$ cat config.mk
export PLATFORM = sky130hd
export DESIGN_NAME = conv_encoder_tx_flat
export DESIGN_NICKNAME = d
export VERILOG_FILES = /design/src/rtl/viterbi_pkg.sv /design/src/rtl/conv_encoder_tx_if.sv /design/src/rtl/conv_trellis_step.sv /design/src/rtl/conv_encoder_tx.sv /design/src/flat_wrapper.sv
export SDC_FILE = /design/constraint.sdc
export NUM_CORES = 1
export LEC_CHECK = 0
export ABC_AREA = 1
export CORE_AREA = 10 10 50 56
export DETAILED_ROUTE_END_ITERATION = 8
export DIE_AREA = 0 0 60 66
export GPL_TIMING_DRIVEN = 0
export REMOVE_ABC_BUFFERS = 1
export SETUP_SLACK_MARGIN = 0.3
export SYNTH_ARGS = -nofsm -noshare
export SYNTH_HDL_FRONTEND = slang
export SYNTH_SLANG_ARGS = --single-unit
$ cat constraint.sdc
create_clock -name clk -period 2.7 [get_ports clk]
set_input_delay 0.405 -clock clk [delete_from_list [all_inputs] [get_ports clk]]
set_output_delay 0.405 -clock clk [all_outputs]
set_load 0.05 [all_outputs]
$ cat src/rtl/viterbi_pkg.sv
// Shared trellis constants, FSM encoding and symbol function used by the
// convolutional encoder and by the Viterbi decoder branch-metric logic.
package viterbi_pkg;

    localparam int K = 3;
    localparam logic [K-1:0] G0 = 3'b111;
    localparam logic [K-1:0] G1 = 3'b101;

    typedef enum logic {
        DATA = 1'b0,
        TAIL = 1'b1
    } enc_state_t;

    // Symbol is {c0,c1}; the generator MSB taps the current input bit.
    function automatic logic [1:0] conv_sym(input logic u, input logic [K-2:0] s);
        logic [K-1:0] w;
        w = {u, s};
        return {^(w & G0), ^(w & G1)};
    endfunction

endpackage

$ cat src/rtl/conv_encoder_tx_if.sv
// Info-bit input handshake and coded-symbol output handshake of the encoder.
interface conv_encoder_tx_if;
    logic       in_valid;
    logic       in_ready;
    logic       in_bit;
    logic       in_last;
    logic       out_valid;
    logic       out_ready;
    logic [1:0] out_sym;
    logic       out_tail;
    logic       out_last;

    // master: bit source / symbol sink; slave: the encoder itself.
    modport master (
        output in_valid, in_bit, in_last, out_ready,
        input  in_ready, out_valid, out_sym, out_tail, out_last
    );
    modport slave (
        input  in_valid, in_bit, in_last, out_ready,
        output in_ready, out_valid, out_sym, out_tail, out_last
    );
endinterface

$ cat src/rtl/conv_trellis_step.sv
// Combinational single trellis transition: (u, s) -> coded symbol and next state.
module conv_trellis_step
    import viterbi_pkg::*;
(
    input  logic         i_u,
    input  logic [K-2:0] i_s,
    output logic [1:0]   o_sym,
    output logic [K-2:0] o_s_next
);

    assign o_sym    = conv_sym(i_u, i_s);
    assign o_s_next = {i_u, i_s[K-2:1]};

endmodule

$ cat src/rtl/conv_encoder_tx.sv
// Rate-1/2 K=3 convolutional encoder with a single-stage output register
// and K-1 zero tail symbols appended to every frame.
module conv_encoder_tx
    import viterbi_pkg::*;
#(
    parameter int FRAME_LEN = 8
) (
    input  logic             clk,
    input  logic             rst_n,
    conv_encoder_tx_if.slave bus
);

    localparam int CW = $clog2(FRAME_LEN + 1);
    localparam int TW = $clog2(K);

    enc_state_t    r_state;
    enc_state_t    w_state_next;
    logic [K-2:0]  r_s;
    logic [K-2:0]  w_s_next;
    logic [CW-1:0] r_count;
    logic [CW-1:0] w_count_next;
    logic [TW-1:0] r_tail_cnt;
    logic [TW-1:0] w_tail_cnt_next;

    logic          r_out_valid;
    logic [1:0]    r_out_sym;
    logic          r_out_tail;
    logic          r_out_last;

    logic          w_slot_free;
    logic          w_load;
    logic          w_tail_sym;
    logic          w_last_sym;
    logic          w_in_ready;
    logic          w_u;
    logic [1:0]    w_step_sym;
    logic [K-2:0]  w_step_s_next;

    assign w_slot_free = !r_out_valid || bus.out_ready;
    // Tail symbols are encoded with a forced zero input to flush the state.
    assign w_u = (r_state == DATA) ? bus.in_bit : 1'b0;

    conv_trellis_step u_step (
        .i_u      (w_u),
        .i_s      (r_s),
        .o_sym    (w_step_sym),
        .o_s_next (w_step_s_next)
    );

    always_comb begin
        w_state_next    = r_state;
        w_s_next        = r_s;
        w_count_next    = r_count;
        w_tail_cnt_next = r_tail_cnt;
        w_load          = 1'b0;
        w_tail_sym      = 1'b0;
        w_last_sym      = 1'b0;
        w_in_ready      = 1'b0;
        case (r_state)
            DATA: begin
                w_in_ready = w_slot_free;
                if (bus.in_valid && w_slot_free) begin
                    w_load       = 1'b1;
                    w_s_next     = w_step_s_next;
                    w_count_next = r_count + CW'(1);
                    if (bus.in_last || (r_count + CW'(1)) == CW'(FRAME_LEN)) begin
                        w_state_next    = TAIL;
                        w_tail_cnt_next = '0;
                    end
                end
            end
            TAIL: begin
                if (w_slot_free) begin
                    w_load          = 1'b1;
                    w_tail_sym      = 1'b1;
                    w_s_next        = w_step_s_next;
                    w_tail_cnt_next = r_tail_cnt + TW'(1);
                    if (r_tail_cnt == TW'(K - 2)) begin
                        w_last_sym   = 1'b1;
                        w_state_next = DATA;
                        w_count_next = '0;
                    end
                end
            end
            default: begin
                w_state_next = DATA;
            end
        endcase
    end

    always_ff @(posedge clk) begin
        if (!rst_n) begin
            r_state     <= DATA;
            r_s         <= '0;
            r_count     <= '0;
            r_tail_cnt  <= '0;
            r_out_valid <= 1'b0;
            r_out_sym   <= 2'b00;
            r_out_tail  <= 1'b0;
            r_out_last  <= 1'b0;
        end else begin
            r_state    <= w_state_next;
            r_s        <= w_s_next;
            r_count    <= w_count_next;
            r_tail_cnt <= w_tail_cnt_next;
            if (w_load) begin
                r_out_valid <= 1'b1;
                r_out_sym   <= w_step_sym;
                r_out_tail  <= w_tail_sym;
                r_out_last  <= w_last_sym;
            end else if (bus.out_ready) begin
                // Clear the payload on pop so an idle output never shows stale data.
                r_out_valid <= 1'b0;
                r_out_sym   <= 2'b00;
                r_out_tail  <= 1'b0;
                r_out_last  <= 1'b0;
            end
        end
    end

    assign bus.in_ready  = rst_n && w_in_ready;
    assign bus.out_valid = r_out_valid;
    assign bus.out_sym   = r_out_sym;
    assign bus.out_tail  = r_out_tail;
    assign bus.out_last  = r_out_last;

endmodule
$ cat src/flat_wrapper.sv
// flat-port wrapper written by rule: the top's interface ports become plain ports
module conv_encoder_tx_flat import viterbi_pkg::*;
#(
    parameter int FRAME_LEN = 8
)
  (clk, rst_n, bus_in_valid, bus_in_bit, bus_in_last, bus_out_ready, bus_in_ready, bus_out_valid, bus_out_sym, bus_out_tail, bus_out_last);
  conv_encoder_tx_if bus_i ();
  input  logic clk;
  input  logic rst_n;
  input wire logic [$bits(bus_i.in_valid)-1:0] bus_in_valid;
  input wire logic [$bits(bus_i.in_bit)-1:0] bus_in_bit;
  input wire logic [$bits(bus_i.in_last)-1:0] bus_in_last;
  input wire logic [$bits(bus_i.out_ready)-1:0] bus_out_ready;
  output wire logic [$bits(bus_i.in_ready)-1:0] bus_in_ready;
  output wire logic [$bits(bus_i.out_valid)-1:0] bus_out_valid;
  output wire logic [$bits(bus_i.out_sym)-1:0] bus_out_sym;
  output wire logic [$bits(bus_i.out_tail)-1:0] bus_out_tail;
  output wire logic [$bits(bus_i.out_last)-1:0] bus_out_last;
  assign bus_i.in_valid = bus_in_valid;
  assign bus_i.in_bit = bus_in_bit;
  assign bus_i.in_last = bus_in_last;
  assign bus_i.out_ready = bus_out_ready;
  assign bus_in_ready = bus_i.in_ready;
  assign bus_out_valid = bus_i.out_valid;
  assign bus_out_sym = bus_i.out_sym;
  assign bus_out_tail = bus_i.out_tail;
  assign bus_out_last = bus_i.out_last;
  conv_encoder_tx #(.FRAME_LEN(FRAME_LEN)) u_core (.clk(clk), .rst_n(rst_n), .bus(bus_i));
endmodule
==> metrics, run 1 <==
status completed; Leak Pwr 0.367 nW; Num Clock Sinks 14; post-layout total power 0.000450 W; GRT Overall Usage 7.81%; first-pass GRT wire length 2450 um; Top Ports 12; R2R Path Start u_core.bus.out_valid; Warnings, synthesis 0; routability cong. 0.725; Reg2Reg Depth 8; post-route ant nets 0; Congestion Overflow GR 0; sequential-to-total area share from yosys stat 42.7%; Worst EP arrival 1.83 ns; number of global-route vias before repair 597; H-Tree Depth 1; Hold Path Depth 2; nets 116; Power Density 532 nW/um^2; Worst R2R Setup Slack 1.47 ns; slowest CP cell clkdlybuf4s50_1; Post-DP Area 788 um^2; crit end category primary output; placed insts 117; Worst-path clk slew 0.08 ns; routed vias/inst 4.90; Skew-Pair Late Insertion Delay 0.28 ns; ant diodes 0; Post-Layout Cell Count 124; clk_skew 0.00265 ns; Avg Synthesized Cell Area 7.45 um^2; required time of the critical path 2.30 ns; final wirelength 1400 um; layout overhead on the synthesized area 29.0%; RSZ-0062 raised after global routing no; core area 1720 um^2; root buffer cell clkbuf_4; Worst Setup SP rst_n; design area 846 um^2; Worst Hold End u_core.bus.out_sym[0]; filler cell count 168; Cells after Synth 88; routed via count 607; Seq cells post-synth 14; Routed WL per cell 11.3 um; ys flop type dfxtp_1; Die X 60 um; minimum clock period 2.24 ns; Pre-Repair DR Iteration Count 4; Worst path max stage delay 0.62 ns; delay-heaviest family, CP buffers and inverters; final clock period utilization by the worst path 82.9%; fin. max-slew vios 0; Worst slew margin 66.4%; asr flop ratio synth 0%; Die Height 66 um; post-DP HPWL 1080 um; IO buf count 11; Synth cell types 19; largest net degree at the start of global routing 11; top cell type by total area after synthesis dfxtp_1; top-area cell type share of the netlist area 42.7%; area of the multi-input gates 330 um^2; Cell Area, Synth 656 um^2; Hold Vio Cnt, Final 0; Commonest cells post-synth nand2_1, dfxtp_1, a21oi_1, inv_1, o21ai_0; critical-path cell list clkdlybuf4s50_1 -> clkinvlp_4 -> nor3_1 -> clkdlybuf4s15_2; CP Max Fanout 6; row count 16; RR Endpoint u_core.bus.out_sym[1]; top-count cell post-synth nand2_1; Achievable Freq 0.447 GHz; Num CTS Buffers 3; VDD IR max 0.195 mV; critical setup path kind in2out; Area contributors post-synth dfxtp_1, nand2_1, a21oi_1; First DRT Iteration DRCs 10; layout cells sized above 1 18.9%; Reg area 280 um^2; die area 3960 um^2; Worst-Margin Slew 0.502 ns; Final Setup Violations 0; EDFF count, synth 0; # DRC 0; starting density of the core 38.1%; Buf+Inv Stages, Crit Path 3; maxcap violations 0; Clock Path Buffers 2; initial antenna violation count 0; CTS tree built; nature of the critical path startpoint primary input; Min-Delay Path Class reg2reg; hold_sp u_core.bus.out_sym[0]
==> per-stage QoR <==
step	util (%)	hold WS, ns	setup WS, ns	setup TNS (ns)
final	49.1	0.458	0.462	0
after global routing	49.1	0.482	0.394	0
after CTS	47.2	0.467	0.332	0
after detailed placement	45.8	0.454	-0.101	-0.101
after global placement	45.8	0.454	-0.159	-0.159
after floorplan	-	0.432	0.525	0
==> layout make-up <==
type	count	area share, %
Clock buffer	3	2.66
Inverter	12	5.77
Multi-Input combinational cell	62	39.1
Sequential cell	14	33.1
Tap cell	18	2.66
Timing Repair Buffer	15	16.7
==> report_power, final <==
group | switching (W) | leakage [nW] | internal [W]
sequential | 0.00000981 | 0.114 | 0.000219
combinational | 0.0000659 | 0.239 | 0.0000398
clock | 0.0000646 | 0.0138 | 0.0000518
total | 0.000140 | 0.367 | 0.000310
==> worst max path at each step <==
stage | end | slack (ns) | cells after the start
3_3_place_gp | bus_in_ready | -0.16 | 4
2_1_floorplan | bus_in_ready | 0.53 | 3
6_report | bus_in_ready | 0.46 | 4
5_1_grt | bus_in_ready | 0.39 | 4
3_5_place_dp | bus_in_ready | -0.10 | 4
4_1_cts | bus_in_ready | 0.33 | 4
==> placed cells by master, fill, tap and decap left out <==
cell | netlist | final
a21oi_1 | 13 | 13
nand2_2 | 3 | 3
nor2_2 | 1 | 1
inv_1 | 7 | 7
nand2_1 | 26 | 26
xor2_1 | 1 | 1
buf_4 | 0 | 4
a21oi_2 | 1 | 1
inv_2 | 4 | 4
nor2_8 | 1 | 1
clkdlybuf4s50_1 | 0 | 10
clkinvlp_4 | 0 | 1
nand4_1 | 2 | 2
clkbuf_4 | 0 | 3
or2_0 | 1 | 1
dfxtp_1 | 14 | 14
o21ai_1 | 1 | 1
nand3_1 | 3 | 3
o21ai_0 | 5 | 5
clkdlybuf4s15_2 | 0 | 1
ha_1 | 2 | 2
nor3_1 | 1 | 1
nor2_4 | 1 | 1
==> per-layer routing <==
metal	vias up	routed length [um]	GRT usage (%)
met5	-	0	0
met4	0	34	5.06
met3	5	26	1.73
met2	7	706	12.9
met1	274	631	8.62
li1	321	-	-
==> worst min-delay path: stages (launching register included) <==
cell and delay, ns:
dfxtp_1 0.31, nand2_1 0.06, a21oi_1 0.05
==> cells by family (layout without fill, tap and decap cells) <==
logic type / count (synthesis) / after routing / synth area share [%]
AO/OA/AOI/OAI: 20 / 20 / 15.8
XOR/XNOR: 1 / 1 / 1.34
adder cells (fa/ha/maj): 2 / 2 / 3.82
buffers and inverters: 12 / 30 / 6.87
flip-flops: 14 / 14 / 42.7
AND/OR/NAND/NOR: 39 / 39 / 29.4
==> sequential cells by signal, summed over array words and instances, names as in the netlist <==
name,cells
u_core.r_state,1
u_core.bus.out_tail,1
u_core.bus.out_valid,1
u_core.bus.out_sym,2
u_core.r_s,2
u_core.r_tail_cnt,2
u_core.r_count,4
u_core.bus.out_last,1
==> timing repair <==
action                     4_1_cts  5_1_grt
gates cloned                     0        0
setup endpoints to repair        1        1
hold buffers                     0        0
buffers inserted                 0        4
gates resized for setup          4        1
(Power assumes the default switching activity.)
==> inputs of run 2 (changes only) <==
==> constraint.sdc (replaced) <==
create_clock -name clk -period 2.3 [get_ports clk]
set_input_delay 0.345 -clock clk [delete_from_list [all_inputs] [get_ports clk]]
set_output_delay 0.345 -clock clk [all_outputs]
set_load 0.05 [all_outputs]
==> run 2 against run 1 <==
  * Count of clock-buffer cells in the layout stayed put
  * Utilization is 2.0 points lower
  * Critical path type unchanged
  * Sequential cell count did not move
  * Worst hold slack improved by 0.0045 ns
  * Combinational power is 11% higher
  * Worst setup slack got worse by 0.017 ns
  * Power grew 16%
==> metrics, run 2 (same netlist as run 1, synthesis figures left out) <==
layout overhead on the synthesized area 23.7%; critical setup path kind in2out; maxcap violations 0; Worst EP arrival 1.51 ns; R2R Path Start u_core.bus.out_valid; Hold Vio Cnt, Final 0; most frequent cells in the layout nand2_1, dfxtp_1, a21oi_1; Worst-Margin Slew 0.502 ns; Achievable Freq 0.539 GHz; Biggest register u_core.r_count; final wirelength 1360 um; largest net degree at the start of global routing 11; Final Setup Violations 0; Worst-path clk slew 0.08 ns; Num Clock Sinks 14; Setup Buffers After CTS 0; minimum clock period 1.86 ns; Top Ports 12; Power Density 644 nW/um^2; die area 3960 um^2; routability cong. 0.725; most common cell after layout, fill and taps aside nand2_1; CTS tree built; max FFs per register 4; Num CTS Buffers 3; placed insts 117; GRT Overall Usage 7.81%; root buffer cell clkbuf_4; First DRT Iteration DRCs 11; status completed; post-DP HPWL 1080 um; fin. max-slew vios 0; ant diodes 0; Skew-Pair Late Insertion Delay 0.28 ns; routed via count 593; final clock period utilization by the worst path 80.7%; Die Height 66 um; Clock Path Buffers 2; Post-Route Utilization 47.1%; post-layout total power 0.000522 W; row count 16; Worst slew margin 66.4%; IO buf count 11; CP Max Fanout 10; crit end category primary output; layout cells sized above 1 15.7%; Congestion Overflow GR 0; VDD IR max 0.235 mV; Pre-Repair DR Iteration Count 4; Routed WL per cell 11.3 um; core area 1720 um^2; Min-Delay Path Class reg2reg; # DRC 0; RR Endpoint u_core.bus.out_sym[1]; Leak Pwr 0.353 nW; post-route ant nets 0; RSZ-0062 raised after global routing no; H-Tree Depth 1; routed vias/inst 4.94; starting density of the core 38.1%; crit path capture bus_in_ready; initial antenna violation count 0; Worst R2R Setup Slack 1.06 ns; required time of the critical path 1.96 ns; Post-Layout Cell Count 120; first-pass GRT wire length 2450 um; Reg2Reg Depth 8; number of global-route vias before repair 597; nets 112; Die X 60 um; clk_skew 0.00383 ns; Worst Setup SP rst_n; nature of the critical path startpoint primary input; Fin Setup TNS 0 ns
## run 2: worst max-delay path, cell delays in order
cell	delay, ns
clkdlybuf4s50_1	0.60
inv_4	0.11
nor3_1	0.19
clkbuf_4	0.26
## run 2: timing repair
action	in CTS	in global routing
setup endpoints to repair	1	1
resized for setup	7	2
hold buffers	0	0
pin swaps	0	0
## run 2: routing by layer
| layer | vias to the layer above | global-route usage (%) | routed length, um |
|---|---|---|---|
| met5 | - | 0 | 0 |
| met4 | 0 | 5.06 | 34 |
| met3 | 5 | 1.73 | 24 |
| met2 | 7 | 12.9 | 680 |
| met1 | 267 | 8.62 | 621 |
| li1 | 314 | - | - |
## run 2: worst min path at each step
stage                           from                    end  slack [ns]  cells after the start
2_1_floorplan   u_core.r_tail_cnt[0]   u_core.r_tail_cnt[0]        0.43                      1
3_3_place_gp   u_core.bus.out_sym[0]  u_core.bus.out_sym[0]        0.45                      2
3_5_place_dp   u_core.bus.out_sym[0]  u_core.bus.out_sym[0]        0.45                      2
4_1_cts        u_core.bus.out_sym[0]  u_core.bus.out_sym[0]        0.47                      2
5_1_grt        u_core.bus.out_sym[0]  u_core.bus.out_sym[0]        0.49                      2
6_report       u_core.bus.out_sym[0]  u_core.bus.out_sym[0]        0.46                      2
## run 2: metrics by stage
| stage | hold slack (ns) | worst slack, ns | cell area (um^2) |
|---|---|---|---|
| final | 0.463 | 0.444 | 811 |
| after global routing | 0.487 | 0.359 | 811 |
| after CTS | 0.467 | 0.315 | 807 |
| after detailed placement | 0.454 | -0.381 | 788 |
| after global placement | 0.454 | -0.439 | 788 |
| after floorplan | 0.432 | 0.185 | 656 |
## run 2: layout make-up
cell class | instances | area (um^2)
inverters | 12 | 47.5
flip-flops and latches | 14 | 280
fillers | 172 | 911
clock buffers | 3 | 22.5
multi-input cells | 62 | 330
repair buffers | 11 | 108
well taps | 18 | 22.5
## run 2: power by group
| part | switching [W] | leakage [nW] | internal [W] |
|---|---|---|---|
| sequential | 0.0000115 | 0.114 | 0.000257 |
| combinational | 0.0000760 | 0.224 | 0.0000422 |
| clock | 0.0000752 | 0.0138 | 0.0000608 |
| total | 0.000163 | 0.353 | 0.000359 |
